===== src/rtl/irq_gateway.sv =====
`default_nettype none
// ============================================================================
// Module   : irq_gateway
// Brief    : External interrupt gateway with fixed-priority claim/complete.
// Revision : 1.0
// ============================================================================
module irq_gateway #(
  parameter int NSRC = 8
) (
  input  logic            clk,
  input  logic            reset,
  input  logic [NSRC-1:0] irq_src,
  input  logic [31:0]     bus_addr,
  input  logic            bus_wr,
  input  logic            bus_rd,
  input  logic [31:0]     bus_wdata,
  output logic [31:0]     bus_rdata,
  output logic            irq_out
);

  localparam logic [7:0] c_addr_pending = 8'h00;
  localparam logic [7:0] c_addr_enable  = 8'h04;
  localparam logic [7:0] c_addr_edge    = 8'h08;
  localparam logic [7:0] c_addr_claim   = 8'h0C;

  localparam logic [1:0] c_st_idle    = 2'd0;
  localparam logic [1:0] c_st_assert  = 2'd1;
  localparam logic [1:0] c_st_service = 2'd2;

  logic [NSRC-1:0] sync1_q, sync2_q, prev_q;
  logic [NSRC-1:0] pending_q, pending_d;
  logic [NSRC-1:0] enable_q, edge_sel_q;
  logic [1:0]      state_q, state_d;
  logic [4:0]      claimed_id_q, claimed_id_d;

  logic [7:0]      w_addr;
  logic [NSRC-1:0] w_rise, w_active;
  logic [4:0]      w_cand_id;
  logic            w_sel_claim, w_claim, w_complete;
  logic            w_unused_bits;

  assign w_addr        = bus_addr[7:0];
  assign w_unused_bits = ^{bus_addr[31:8], bus_wdata};
  assign w_rise        = sync2_q & ~prev_q;
  assign w_active      = pending_q & enable_q;
  assign w_sel_claim   = (w_addr == c_addr_claim);

  // A read that collides with a write at CLAIM never claims.
  assign w_claim    = bus_rd && !bus_wr && w_sel_claim && !reset &&
                      (state_q == c_st_assert) && (w_cand_id != 5'd0);
  assign w_complete = bus_wr && w_sel_claim && !reset &&
                      (state_q == c_st_service) && (bus_wdata[4:0] == claimed_id_q);

  always_comb begin
    w_cand_id = 5'd0;
    for (int i = NSRC - 1; i >= 0; i--) begin
      if (w_active[i]) w_cand_id = 5'(i + 1);
    end
  end

  always_comb begin
    claimed_id_d = claimed_id_q;
    if (w_claim)         claimed_id_d = w_cand_id;
    else if (w_complete) claimed_id_d = 5'd0;
  end

  // Level pending looks at the next claimed id so the claim edge clears it
  // and the complete edge re-arms it without a dead cycle.
  generate
    for (genvar i = 0; i < NSRC; i++) begin : g_src
      localparam logic [4:0] c_id = 5'(i + 1);
      assign pending_d[i] = edge_sel_q[i]
          ? (w_rise[i] | (pending_q[i] & ~(w_claim && (w_cand_id == c_id))))
          : (sync2_q[i] & (claimed_id_d != c_id));
    end
  endgenerate

  always_ff @(posedge clk) begin
    if (reset) state_q <= c_st_idle;
    else       state_q <= state_d;
  end

  always_comb begin
    state_d = state_q;
    case (state_q)
      c_st_idle:    if (w_cand_id != 5'd0) state_d = c_st_assert;
      c_st_assert: begin
        if (w_claim)                 state_d = c_st_service;
        else if (w_cand_id == 5'd0)  state_d = c_st_idle;
      end
      c_st_service: if (w_complete)  state_d = c_st_idle;
      default:                       state_d = c_st_idle;
    endcase
  end

  always_comb begin
    irq_out = (state_q == c_st_assert);
  end

  always_ff @(posedge clk) begin
    if (reset) begin
      sync1_q      <= '0;
      sync2_q      <= '0;
      prev_q       <= '0;
      pending_q    <= '0;
      enable_q     <= '0;
      edge_sel_q   <= '0;
      claimed_id_q <= 5'd0;
    end else begin
      sync1_q      <= irq_src;
      sync2_q      <= sync1_q;
      prev_q       <= sync2_q;
      pending_q    <= pending_d;
      claimed_id_q <= claimed_id_d;
      if (bus_wr && (w_addr == c_addr_enable)) enable_q   <= bus_wdata[NSRC-1:0];
      if (bus_wr && (w_addr == c_addr_edge))   edge_sel_q <= bus_wdata[NSRC-1:0];
    end
  end

  always_comb begin
    bus_rdata = 32'd0;
    if (bus_rd && !reset) begin
      case (w_addr)
        c_addr_pending: bus_rdata = 32'(pending_q);
        c_addr_enable:  bus_rdata = 32'(enable_q);
        c_addr_edge:    bus_rdata = 32'(edge_sel_q);
        c_addr_claim:   if (w_claim) bus_rdata = 32'(w_cand_id);
        default:        bus_rdata = 32'd0;
      endcase
    end
  end

endmodule
`default_nettype wire


===== config.mk =====
export PLATFORM = sky130hd
export DESIGN_NAME = irq_gateway
export DESIGN_NICKNAME = d
export VERILOG_FILES = /design/src/rtl/irq_gateway.sv
export SDC_FILE = /design/constraint.sdc
export NUM_CORES = 1
export LEC_CHECK = 0
export ABC_AREA = 1
export CAP_MARGIN = 20
export CORE_UTILIZATION = 44
export CTS_CLUSTER_DIAMETER = 200
export DETAILED_ROUTE_END_ITERATION = 8
export GPL_TIMING_DRIVEN = 0
export HOLD_SLACK_MARGIN = 0.08
export PLACE_DENSITY = 0.92
export SETUP_SLACK_MARGIN = 0.5
export SLEW_MARGIN = 10
export SYNTH_ARGS = -nofsm -noshare
export SYNTH_HDL_FRONTEND = slang
export SYNTH_SLANG_ARGS = --single-unit

===== constraint.sdc =====
create_clock -name clk -period 2.3 [get_ports clk]
set_clock_uncertainty 0.2 [all_clocks]
set_input_delay 0.23 -clock clk [delete_from_list [all_inputs] [get_ports clk]]
set_output_delay 0.23 -clock clk [all_outputs]
set_load 0.02 [all_outputs]

==> flow_summary.yaml <==
global_route:
  grt_util_met3: 0.07473
  grt_max_degree: 18
  antenna_found_initial: 1
  overflow: 0
  use_met2: 0.5025
  busiest_layer: "met2"
  grt_pass1_vias: 3005
  grt_use_total: 0.2892
  met1_usage: 0.2873
  grt_pass1_wl_mm: 14.25
placement:
  io_buffer_count: 35
  gp_congestion: 0.9538
  dp_hpwl_mm: 5.228
  preCtsSetupSlack_ps: -713.0
  placed_cell_area_um2: 3457
sta:
  maxSlewViolCount: 0
  setup_ws_ps: 26.95
  rsz0062_at_grt: "true"
  period_needed_ps: 2273
  clock.fmax_mhz: 439.9
  fin_crit_sh: 0.9883
  tightestPinTransition_ps: 799.2
  hold_viol: 0
  setup_tns_ps: 0
  slew_headroom: 0.4672
  finalSetupViolations: 0
cts:
  cts_tree: "done"
  cts-root-buf: "clkbuf_8"
  cts_buffer_depth: 2
  clkSinkCount: 55
  clk_latency_ps: 330
  path_clk_slew_ps: 120
  numCtsBuffers: 5
  cts-htree-levels: 2
worst_setup_path:
  timing.rr.start: "enable_q[3]$_SDFFE_PP0P_"
  crit_start: "enable_q[3]$_SDFFE_PP0P_"
  slowest_stage: "dfxtp_2"
  arrival_ps: 2270
  crit_chain: "nand2_2 -> nand2_2 -> inv_4 -> nand2_2 -> nand2_2 -> nand2_4 -> nand4_4 -> buf_12 -> nand2_8 -> buf_12 -> nand2_8 -> nand3_4 -> nor2_4 -> nand2_1 -> nand2_1 -> a21oi_2"
  cp_common_cell: "nand2_2"
  critPathMaxStageDelay_ps: 370
  crit_buf_inv: 3
  required_ps: 2300
  start_kind: "flip-flop"
  crit_path_max_fanout: 5
  endpoint_kind: "flip-flop"
  critPathKind: "flip-flop to flip-flop"
  critical-path-top-delay-family: "simple AND/OR/NAND/NOR gates"
  r2r_slack_ps: 30
run_status:
  outcome: "finished clean"
drt:
  drt_iter0_drc: 341
  drt_pass1_iterations: 8
  wire_per_inst_um: 18.95
  vias_per_cell: 5.603
  vias: 3334
  ant_nets: 0
  drc: 0
  wl_mm: 11.27
synth:
  synthesis.area_um2: 2870
  synth.yosys.warnings: 0
  syn_area_per_cell_um2: 7.105
  yosysSeqAreaShare: 0.3836
  yosys_register_bits: 55
  syn_inst: 404
  synth_cell_types: 35
power_and_ir_drop:
  p_total_mw: 1.771
  leakage_nw: 2.025
  ir_worst_vdd_mv: 0.3744
  p_per_area_nw_per_um2: 392.0
final_layout:
  final_core_util: 0.7154
  multi_input_area_um2: 1912
  num_antenna_cells: 0
  layout.area.seq_um2: 1125
  final_cell_mix: "buf_4 (63), nor2_1 (57), inv_1 (52)"
  layout_commonest_cell: "buf_4"
  final_nets: 593
  nFillCells: 434
  area_growth_pct: 57.37
  drive_above_1_share: 0.4382
  design_area_um2: 4517
die:
  core_area_um2: 6314
  num_io_pins: 109
  rows: 29
  start_util: 0.4546
  die_h_um: 82.77
  die_area_um2: 6850
  die-width_um: 82.77
hold_path:
  holdCritStartpoint: "reset"
  hp-class: "primary input to flip-flop"
run:
  cap_violations: 0
[cell usage after synthesis]
library cell | number | share of area
o21bai_2 | 1 | 0.0039
nand2_2 | 5 | 0.011
nor2_4 | 4 | 0.016
nand3_1 | 16 | 0.028
xor2_1 | 3 | 0.0092
nand3_2 | 3 | 0.010
nor3_1 | 3 | 0.0052
buf_4 | 26 | 0.068
nor4_4 | 2 | 0.015
nor2_2 | 2 | 0.0044
buf_1 | 3 | 0.0039
dfxtp_1 | 55 | 0.38
nand4_4 | 1 | 0.0074
or2_4 | 1 | 0.0031
a21oi_1 | 10 | 0.017
a221oi_1 | 3 | 0.0092
a41oi_1 | 1 | 0.0031
inv_1 | 59 | 0.077
o21ai_0 | 13 | 0.023
inv_2 | 11 | 0.014
clkbuf_1 | 2 | 0.0026
conb_1 | 1 | 0.0013
nand2_1 | 80 | 0.10
a31o_1 | 1 | 0.0031
nor3_4 | 1 | 0.0057
a211oi_2 | 2 | 0.0087
a21oi_2 | 5 | 0.015
o31ai_1 | 2 | 0.0052
a211oi_1 | 14 | 0.037
or2_2 | 1 | 0.0022
nor4_2 | 1 | 0.0044
nand4_1 | 1 | 0.0022
buf_2 | 1 | 0.0017
nand2_4 | 1 | 0.0039
nor2_1 | 69 | 0.090
[registers in the layout, indices dropped and copies added, names as in the netlist]
name and flops:
edge_sel_q 8, enable_q 8, pending_q 8, prev_q 8, sync1_q 8, sync2_q 8
claimed_id_q 5, state_q 2
[report_power, final]
group | switching (mW) | internal (mW)
Clock | 0.342 | 0.213
Sequential | 0.0108 | 0.971
Combinational | 0.136 | 0.0978
[through the flow]
step,cells,hold WS [ps]
floorplan,427,137.0
global placement,539,188.8
detailed placement,539,195.8
CTS,577,85.25
global route,595,111.1
finish,595,90.28
[worst reg2reg max path: cells and delay by family, from the launching register on]
family / cells / cell delay (ps)
AND/OR/NAND/NOR: 12 / 1160
flip-flops: 1 / 370
buffers and inverters: 3 / 360
AO/OA/AOI/OAI: 1 / 50
[final timing paths]
check,to,cells after the start
setup reg to reg,pending_q[6]$_SDFF_PP0_,16
hold / removal,state_q[0]$_SDFFE_PP0P_,4
setup / recovery,pending_q[6]$_SDFF_PP0_,16
hold reg to reg,sync2_q[0]$_SDFF_PP0_,2
[kinds of logic after synthesis]
logic type / share of synthesized area
other cells: 0.001307
simple gates: 0.3130
xor+xnor: 0.009156
flops: 0.3836
buf+inv: 0.1678
compound gates: 0.1251
[area by class of cell]
| type | instances | area share |
|---|---|---|
| clock inverter | 3 | 0.004432 |
| buffer | 32 | 0.05014 |
| tap | 77 | 0.02133 |
| timing repair buffer | 83 | 0.1756 |
| sequential | 55 | 0.2490 |
| inverter | 70 | 0.06094 |
| multi-input combinational | 270 | 0.4233 |
| clock buffer | 5 | 0.01524 |
[metal layers]
| metal | routed length (µm) | up-vias |
|---|---|---|
| met4 | 1050 | 2 |
| met2 | 5464 | 289 |
| met3 | 1236 | 124 |
| met5 | 14 | - |
| li1 | - | 1441 |
| met1 | 3507 | 1478 |
[repair_timing]
item | CTS | global route
hold buffers | 1 | 0
buffers inserted | 29 | 17
endpoints found under the hold margin | 4 | 0
endpoints found under the setup margin | 38 | 31
resized for setup | 153 | 63
pin swaps | 43 | 23
cloned | 0 | 1
No activity file was read; power rests on OpenSTA's default activity.
